File: src/rtl/cnn_layer_accel_octo.sv
// CNN layer accelerator octo: sequence table and pixel row-buffer loader
// plus the read sequencer that feeds the array window engines.
module cnn_layer_accel_octo_bram_ctrl #(
   parameter int C_NUM_AWE        = 4,
   parameter int C_PIXEL_WIDTH    = 16,
   parameter int C_BRAM_DEPTH     = 1024,
   parameter int C_SEQ_DATA_WIDTH = 13
) (
   input  logic                     clk,
   input  logic                     rst,
   input  logic                     new_map_i,
   input  logic                     pixel_datain_tag_i,
   output logic                     pixel_datain_rdy_o,
   input  logic                     seq_datain_tag_i,
   output logic                     seq_datain_rdy_o,
   input  logic [C_PIXEL_WIDTH-1:0] datain_i,
   input  logic                     datain_valid_i
);
   localparam int AW = $clog2(C_BRAM_DEPTH);
   localparam int TD = 1024;

   typedef enum logic [1:0] {IDLE, SEQ_LOAD, PIX_LOAD} state_t;

   logic [9:0]  num_input_rows_cfg;
   logic [9:0]  num_input_cols_cfg;
   logic [9:0]  num_output_rows_cfg;
   logic [9:0]  num_output_cols_cfg;
   logic [10:0] seq_full_count_cfg;
   logic [9:0]  row_matric_done_count_cfg;

   state_t state_q, state_d;

   logic [C_SEQ_DATA_WIDTH-1:0] seq_tbl [TD];
   logic [C_PIXEL_WIDTH-1:0]    pix_mem [C_BRAM_DEPTH];

   logic [10:0] seq_count_q;
   logic [9:0]  col_q;
   logic [1:0]  slot_q;
   logic [1:0]  base_q;
   logic [2:0]  rows_stored_q;
   logic [20:0] pix_loaded_q;
   logic [10:0] output_row_q;
   logic [9:0]  rd_idx_q;
   logic        rd_wait_q;
   logic [9:0]  rd_cnt_q;

   logic [C_NUM_AWE-1:0]     awe_en_q;
   logic [C_PIXEL_WIDTH-1:0] awe_pix_q;
   logic                     awe_first_q;
   logic                     awe_last_q;
   logic                     win_open_q;

   logic        map_start, clr;
   logic        seq_acc, seq_done;
   logic        pix_acc, last_col;
   logic        rd_step, rd_last, row_free, maps_done;
   logic [20:0] rows_p1, cols_p1, pix_total;
   logic [1:0]  rd_slot;
   logic [AW-1:0] wr_addr, rd_addr;
   logic [C_SEQ_DATA_WIDTH-1:0] rd_word;

   assign rows_p1   = 21'(num_input_rows_cfg) + 21'd1;
   assign cols_p1   = 21'(num_input_cols_cfg) + 21'd1;
   assign pix_total = rows_p1 * cols_p1;

   assign map_start = (state_q == IDLE) && new_map_i;
   assign clr       = rst || map_start;

   assign seq_datain_rdy_o = (state_q == SEQ_LOAD) &&
                             (seq_count_q < seq_full_count_cfg);
   assign seq_acc  = datain_valid_i && seq_datain_tag_i &&
                     seq_datain_rdy_o;
   assign seq_done = seq_acc ?
                     (seq_count_q + 11'd1 >= seq_full_count_cfg) :
                     (seq_count_q >= seq_full_count_cfg);

   assign pixel_datain_rdy_o = (state_q == PIX_LOAD) &&
                               (rows_stored_q < 3'd4) &&
                               (pix_loaded_q < pix_total);
   assign pix_acc  = datain_valid_i && pixel_datain_tag_i &&
                     pixel_datain_rdy_o;
   assign last_col = (col_q == num_input_cols_cfg);
   assign wr_addr  = AW'(21'(slot_q) * cols_p1 + 21'(col_q));

   // Engine walks the table once three rows are resident, then drains
   assign rd_step   = (state_q == PIX_LOAD) && !rd_wait_q &&
                      (rows_stored_q >= 3'd3);
   assign rd_last   = ({1'b0, rd_idx_q} + 11'd1 >= seq_full_count_cfg);
   assign row_free  = (state_q == PIX_LOAD) && rd_wait_q &&
                      (rd_cnt_q == row_matric_done_count_cfg);
   assign maps_done = row_free &&
                      (output_row_q >= {1'b0, num_output_rows_cfg});

   assign rd_word = seq_tbl[rd_idx_q];
   assign rd_slot = base_q + {1'b0, rd_word[10]};
   assign rd_addr = AW'(21'(rd_slot) * cols_p1 + 21'(rd_word[9:0]));

   always_comb begin
      state_d = state_q;
      unique case (state_q)
         IDLE:     if (new_map_i) state_d = SEQ_LOAD;
         SEQ_LOAD: if (seq_done)  state_d = PIX_LOAD;
         PIX_LOAD: if (maps_done) state_d = IDLE;
         default:  state_d = IDLE;
      endcase
   end

   always_ff @(posedge clk) begin
      if (rst) state_q <= IDLE;
      else     state_q <= state_d;
   end

   always_ff @(posedge clk) begin
      if (clr) begin
         seq_count_q   <= '0;
         col_q         <= '0;
         slot_q        <= '0;
         base_q        <= '0;
         rows_stored_q <= '0;
         pix_loaded_q  <= '0;
         output_row_q  <= '0;
         rd_idx_q      <= '0;
         rd_wait_q     <= 1'b0;
         rd_cnt_q      <= '0;
         awe_en_q      <= '0;
         awe_pix_q     <= '0;
         awe_first_q   <= 1'b0;
         awe_last_q    <= 1'b0;
         win_open_q    <= 1'b0;
      end else begin
         if (seq_acc) seq_count_q <= seq_count_q + 11'd1;
         if (pix_acc) begin
            pix_loaded_q <= pix_loaded_q + 21'd1;
            col_q        <= last_col ? 10'd0 : col_q + 10'd1;
            if (last_col) slot_q <= slot_q + 2'd1;
         end
         case ({pix_acc && last_col, row_free})
            2'b10:   rows_stored_q <= rows_stored_q + 3'd1;
            2'b01:   rows_stored_q <= rows_stored_q - 3'd1;
            default: rows_stored_q <= rows_stored_q;
         endcase
         if (rd_step) begin
            rd_idx_q  <= rd_last ? 10'd0 : rd_idx_q + 10'd1;
            rd_wait_q <= rd_last;
            rd_cnt_q  <= '0;
         end else if (rd_wait_q) begin
            rd_cnt_q <= rd_cnt_q + 10'd1;
            if (row_free) begin
               rd_wait_q    <= 1'b0;
               base_q       <= base_q + 2'd1;
               output_row_q <= output_row_q + 11'd1;
            end
         end
         awe_en_q    <= {C_NUM_AWE{rd_step}};
         awe_pix_q   <= pix_mem[rd_addr];
         awe_first_q <= rd_step && rd_word[11];
         awe_last_q  <= rd_step && rd_word[12];
         if (rd_step && rd_word[11])      win_open_q <= 1'b1;
         else if (rd_step && rd_word[12]) win_open_q <= 1'b0;
      end
   end

   // Storage is never cleared; a reset edge only blocks the write
   always_ff @(posedge clk) begin
      if (!rst && seq_acc)
         seq_tbl[seq_count_q[9:0]] <= datain_i[C_SEQ_DATA_WIDTH-1:0];
      if (!rst && pix_acc)
         pix_mem[wr_addr] <= datain_i;
   end
endmodule

module cnn_layer_accel_octo #(
   parameter int C_NUM_AWE        = 4,
   parameter int C_PIXEL_WIDTH    = 16,
   parameter int C_BRAM_DEPTH     = 1024,
   parameter int C_SEQ_DATA_WIDTH = 13
) (
   input  logic                     clk,
   input  logic                     rst,
   input  logic                     pixel_datain_tag,
   output logic                     pixel_datain_rdy,
   input  logic                     seq_datain_tag,
   output logic                     seq_datain_rdy,
   input  logic [C_PIXEL_WIDTH-1:0] datain,
   input  logic                     datain_valid
);
   logic new_map;

   cnn_layer_accel_octo_bram_ctrl #(
      .C_NUM_AWE        (C_NUM_AWE),
      .C_PIXEL_WIDTH    (C_PIXEL_WIDTH),
      .C_BRAM_DEPTH     (C_BRAM_DEPTH),
      .C_SEQ_DATA_WIDTH (C_SEQ_DATA_WIDTH)
   ) i0_cnn_layer_accel_octo_bram_ctrl (
      .clk                (clk),
      .rst                (rst),
      .new_map_i          (new_map),
      .pixel_datain_tag_i (pixel_datain_tag),
      .pixel_datain_rdy_o (pixel_datain_rdy),
      .seq_datain_tag_i   (seq_datain_tag),
      .seq_datain_rdy_o   (seq_datain_rdy),
      .datain_i           (datain),
      .datain_valid_i     (datain_valid)
   );
endmodule

File: config.mk
export PLATFORM = sky130hd
export DESIGN_NAME = cnn_layer_accel_octo
export DESIGN_NICKNAME = d
export VERILOG_FILES = /design/src/rtl/cnn_layer_accel_octo.sv
export SDC_FILE = /design/constraint.sdc
export NUM_CORES = 1
export LEC_CHECK = 0
export ABC_AREA = 1
export CAP_MARGIN = 20
export CORE_ASPECT_RATIO = 1.1
export CORE_MARGIN = 2
export CORE_UTILIZATION = 43
export CTS_BUF_LIST = sky130_fd_sc_hd__clkbuf_8 sky130_fd_sc_hd__clkbuf_16
export CTS_CLUSTER_DIAMETER = 120
export DETAILED_ROUTE_END_ITERATION = 8
export HOLD_SLACK_MARGIN = 0.15
export PLACE_DENSITY = 0.73
export SYNTH_ARGS = -nofsm -noshare
export SYNTH_HDL_FRONTEND = slang
export SYNTH_SLANG_ARGS = --single-unit
export TNS_END_PERCENT = 10
File: constraint.sdc
create_clock -name clk -period 1.9 [get_ports clk]
set_clock_uncertainty 0.1 [all_clocks]
set_input_delay 0.57 -clock clk [delete_from_list [all_inputs] [get_ports clk]]
set_output_delay 0.57 -clock clk [all_outputs]
set_load 0.1 [all_outputs]
Yosys cells after proc, flatten, opt, wreduce, memory -nomap -nowiden
Cells that the tools add are included.
Operators by class
  multiplexer cells: 11
  reductions and logical operators: 21
  eq/ne operators: 9
  add/subtract/negate cells: 11
  bitwise gates (word level): 1
  multipliers: 1
  $lt $le $gt $ge: 8
Operators with widths (count)
  adder 10 x 1 -> 11 bit, second input constant: 3
  greater-or-equal comparator 11 bit: 3
  adder 10 x 1 -> 10 bit, second input constant: 3
  adder 11 x 1 -> 11 bit, second input constant: 2
  adder 21 x 1 -> 21 bit, second input constant: 1
  less-than comparator 21 bit: 1
  multiplier 21 x 21 -> 21 bit: 1
  equality test 10 bit: 2
  2-to-1 mux 10 bit: 2
  logical AND 1 bit: 14
  greater-or-equal comparator 11 x 10 -> 1 bit: 1
  less-than comparator 11 bit: 1
  2-to-1 mux 2 bit: 3
  != test 2 x 1 -> 1 bit, second input constant: 3
  case mux 2 bit (3 select lines): 1
  case mux 3 bit (2 select lines): 1
  AND reduction 3 bit: 2
  equality test 2 x 1 -> 1 bit, second input constant: 2
  equality test 2 bit, second input constant: 2
  2-to-1 mux 1 bit: 4
  adder 3 x 1 -> 3 bit, second input constant: 1
  greater-or-equal comparator 3 x 2 -> 1 bit, second input constant: 1
  less-than comparator 3 bit, second input constant: 1
  subtractor 3 x 1 -> 3 bit, second input constant: 1
  other kinds (6): 6
Word-level totals
  logic and storage cells: 71
  input bits: 21
  output and inout bits: 2
  flip-flop bits (word level): 79

Depth between registers and ports, before layout
  depth in word-level cells: 8
  mapped depth: 12
  gate-level depth less buffers: 12

Cells and area by module
Synthesis repeated with hierarchy kept, for this count alone.
Second synthesis, totals
  cell total of the unflattened synthesis: 138
  area total of the unflattened synthesis: 1083.5 um2
Modules (own cells, without submodules)
  cnn_layer_accel_octo_bram_ctrl: area each 1079.8 um2, times used 1, cells each 137, seq. area each 540.5 um2
  cnn_layer_accel_octo: area each 3.8 um2, times used 1, cells each 1, seq. area each 0.0 um2

Worst setup path after synthesis
Ideal clock, no wire load.
  path kind: input -> register
  from: in datain_valid
  to: reg i0_cnn_layer_accel_octo_bram_ctrl.rows_stored_q[2]
  arrival: 1.747 ns
  library setup time: 0.122 ns
  path slack: -0.069 ns
  cell stages on the path: 10
  data required time: 1.678 ns
  cells stage by stage: nand2_1 inv_1 nand4_4 ha_1 inv_1 fa_1 a21oi_1 o21ai_0 o21ai_0 a21oi_1
Between the ends
  cells in the longest elaborated chain, start to end: 5
  elaborated cells between the ends (all ways): 7
  those cells by class: eq/ne (2); mux (1); reduce/logical (4)
RTL lines
  from (decl): RTL line 185  | input logic datain_valid
  logical AND 1 bit (*) (2 in a row): RTL line 80  | assign pix_acc = datain_valid_i && pixel_datain_tag_i &&
  logical AND 1 bit (*): RTL line 137  | case ({pix_acc && last_col, row_free})
  equality test 2 x 1 -> 1 bit / equality test 2 bit (equally long branches): RTL line 137
  case mux 3 bit (2 select lines) / nonzero test 2 bit (equally long branches)
  to (signal assigned): RTL line 138  | 2'b10: rows_stored_q <= rows_stored_q + 3'd1;
  to (signal assigned): RTL line 139  | 2'b01: rows_stored_q <= rows_stored_q - 3'd1;
  to (signal assigned): RTL line 140  | default: rows_stored_q <= rows_stored_q;
  to (decl): RTL line 40  | logic [2:0] rows_stored_q;
Every way passes the cells marked *; elsewhere a longest branch is shown, timed or not.
A chain may end at the register's enable or synchronous reset.

Final worst setup path
  from: reg i0_cnn_layer_accel_octo_bram_ctrl.pix_loaded_q[14]
  to: out pixel_datain_rdy
Between the ends
  cells in the longest elaborated chain, start to end: 2
RTL lines
  from (decl): RTL line 41  | logic [20:0] pix_loaded_q;
  from (signal assigned): RTL line 133  | pix_loaded_q <= pix_loaded_q + 21'd1;
  less-than comparator 21 bit: RTL line 79  | (pix_loaded_q < pix_total);
  logical AND 1 bit: RTL line 78  | (rows_stored_q < 3'd4) &&
  to (decl): RTL line 181  | output logic pixel_datain_rdy,
No other way between the ends.

==> parameters.txt <==
Parameter                              Value

Global route
  Initial antenna violation count    0
  Overall overflow remaining after global route    0
  Maximum number of pins on one net before global-route repair    17
  First-pass GRT wire length    2.94 mm
  Via count of the first global-routing pass    738
  Global Route Usage Sum    13.8%

Synth
  Seq/Total Area, Yosys    52.2%
  Post-synthesis share of cell area spent on xor and xnor gates    0%
  Distinct cells, synth    20
  Dominant combinational cell family by area after synthesis    simple AND/OR/NAND/NOR gates
  Synth warnings    52
  Synth Cell Area    1030 um2
  Post-Synth Simple-Gate Area    24.1%
  Synth Register Bits    27
  Cells after Synth    132
  Mean instance size in the synthesized netlist    7.84 um2
  Share of cell area taken by muxes after synthesis    0%
  Number of flops mapped to enable cells by yosys    0
  Compound-Gate Fraction of Synth Area    6.65%
  Synth Area in Adders    4.35%
  Dominant synthesized flop cell    dfxtp_1
  Proportion of register bits with asynchronous set or reset after synthesis    0%

Timing
  Max frequency    511 MHz
  Total Negative Setup Slacks    -0.0658 ns
  Hold violation count in the final report    0
  RSZ-0062 raised after global routing    yes
  Setup ws final    -0.0570 ns
  Worst hold margin    0.329 ns
  Fin. max-slew vios    0
  Finish-stage setup viols    2
  Fraction of the cycle the final worst path needs    103%
  Crit path time final    1.96 ns

Clocking
  Hold bufs inserted after CTS    0
  CTS H-tree lvls    1
  Clock tree from TritonCTS    yes
  Clock root buffer    clkbuf_8
  Clock latency on the worst-skew pair    0.27 ns
  Number of buffers added by the clock tree synthesis step    3
  Number of buffers on the longest clock path    2
  Clock tree sinks    27
  Clock slew seen by the registers of the worst setup and hold paths    0.08 ns

Placed design
  Placement-stage worst setup slack    -0.550 ns
  Area after detailed placement    1140 um2
  Count of input and output buffers    4
  Global placer's final weighted congestion    0.700
  Number of cells after detailed placement    167
  Detailed placement HPWL    1.14 mm

Setup path
  Type of element capturing the critical path    output port
  R2R Setup Slk    0 ns
  Endpoint required time on the critical path    1.23 ns
  Launching element type of the critical path    flop
  Critical path arrival    1.29 ns
  Largest fanout on the critical path    2
  R2R cell count    12
  Crit Path Category    reg -> out

Power and ir drop
  Peak VDD IR    0.577 mV
  Power per cell area    689 nW/um2
  Leak pwr    0.000581 uW

Die
  Die Span X    50.8 um
  Core area    2270 um2
  Rows    18
  Die outline area    2820 um2
  Height of the die    55.5 um
  Ports    23
  Effective utilization at floorplan    45.5%

Routing
  Detailed-route wire length per cell    10.1 um
  Total vias in the final route    823
  Via density per instance    4.47
  Post-DRT Antenna Nets    0
  Detailed Route Iter0 Violations    15
  Routed WL    1.86 mm
  Pre-Repair DR Iteration Count    4
  Total DRC errors in the routed layout    0

Flow run
  Max_cap viols    0

Worst hold path
  Number of instances on the worst hold path    2
  Class of the worst hold path    reg -> reg

Cells and area
  Number of nets at the end of the flow    179
  Commonest cells after routing, fill and taps aside    28 x inv_1, 26 x nor2_1, 17 x dfxtp_2, 15 x buf_4, 10 x dfxtp_1
  Final standard cell count with taps included and fillers excluded    184
  Final design area excluding fillers    1390 um2
  Diodes inserted    0
  Flip-flop and latch area    562 um2
  Combined area of the multi-input logic cells    453 um2
  Filler cell count in the final layout    197
  Syn-to-layout area delta    34.0%
  Fraction of final layout cells sized beyond drive strength 1    41.6%
  Most common cell after layout, fill and taps aside    inv_1

Run status
  Violated checks    setup timing
  Status    finished, violations left
[how the worst max path moves through the flow]
| stage | end | from |
|---|---|---|
| after global routing | pixel_datain_rdy | flop |
| final | pixel_datain_rdy | flop |
| after detailed placement | flop | datain_valid |
| after floorplan | flop | datain_valid |
| after CTS | pixel_datain_rdy | i0_cnn_layer_accel_octo_bram_ctrl.state_q[1] |
| after global placement | flop | datain_valid |
[cell families (layout without fill, tap and decap cells)]
kind of cell               after synthesis  after routing
and+or+nand+nor                         55             55
AOI/OAI and AO/OA                       13             13
buffers and inverters                   33             54
other                                    1              2
DFF                                     27             27
adders and majority gates                3              3
[per-layer routing]
metal  up-vias  track usage, %  routed length, um
li1        429               -                  -
met1       380            15.1                718
met2         9            24.2               1040
met3         5            3.51                 57
met4         0            6.95                 37
met5         -               0                  0
[repair_timing]
| item | CTS | global route |
|---|---|---|
| cloned | 0 | 0 |
| buffers inserted | 6 | 7 |
| resized for setup | 17 | 30 |
| pin swaps | 11 | 17 |
| endpoints found under the setup margin | 3 | 3 |
| endpoints found under the hold margin | 0 | 0 |
[report_power, final]
part	total, uW	switching, uW	internal (uW)	leakage (uW)
combinational	73.6	43.7	29.8	0.000328
clock	307	162	145	0.0000269
sequential	575	4.54	570	0.000226
[Yosys cell counts (2+ instances only)]
| master | number | share of area (%) |
|---|---|---|
| ha_1 | 2 | 2.4 |
| inv_1 | 30 | 11 |
| clkbuf_1 | 2 | 0.73 |
| a21oi_1 | 7 | 3.4 |
| nor2_1 | 34 | 12 |
| nor2_2 | 2 | 1.2 |
| o21ai_0 | 5 | 2.4 |
| nand2_1 | 11 | 4.0 |
| dfxtp_1 | 27 | 52 |
| nor3_1 | 2 | 0.97 |
[worst max-delay path, cell delays in order, from the launching register on]
cell	delay, ns
dfxtp_2	0.33
nor2_2	0.12
nand2_2	0.09
nor2_4	0.11
and3_4	0.19
buf_12	0.17
[stage by stage]
stage	power, uW	util, %
3_5_place_dp	645	49.9
6_report	955	60.9
3_3_place_gp	644	49.9
2_1_floorplan	627	-
4_1_cts	955	55.6
5_1_grt	993	60.9
[state kept, by name, summed over array words and instances (netlist names)]
register / count
i0_cnn_layer_accel_octo_bram_ctrl.state_q: 2
i0_cnn_layer_accel_octo_bram_ctrl.pix_loaded_q: 21
i0_cnn_layer_accel_octo_bram_ctrl.rows_stored_q: 3
i0_cnn_layer_accel_octo_bram_ctrl.rd_wait_q: 1
[layout make-up]
type	count	area share, %
clock buffer	3	2.98
clock inverter	1	0.271
inverter	30	8.48
multi-input combinational	73	32.7
sequential	27	40.5
tap	30	2.71
timing repair buffer	20	12.4
No activity file was read; power rests on OpenSTA's default activity.
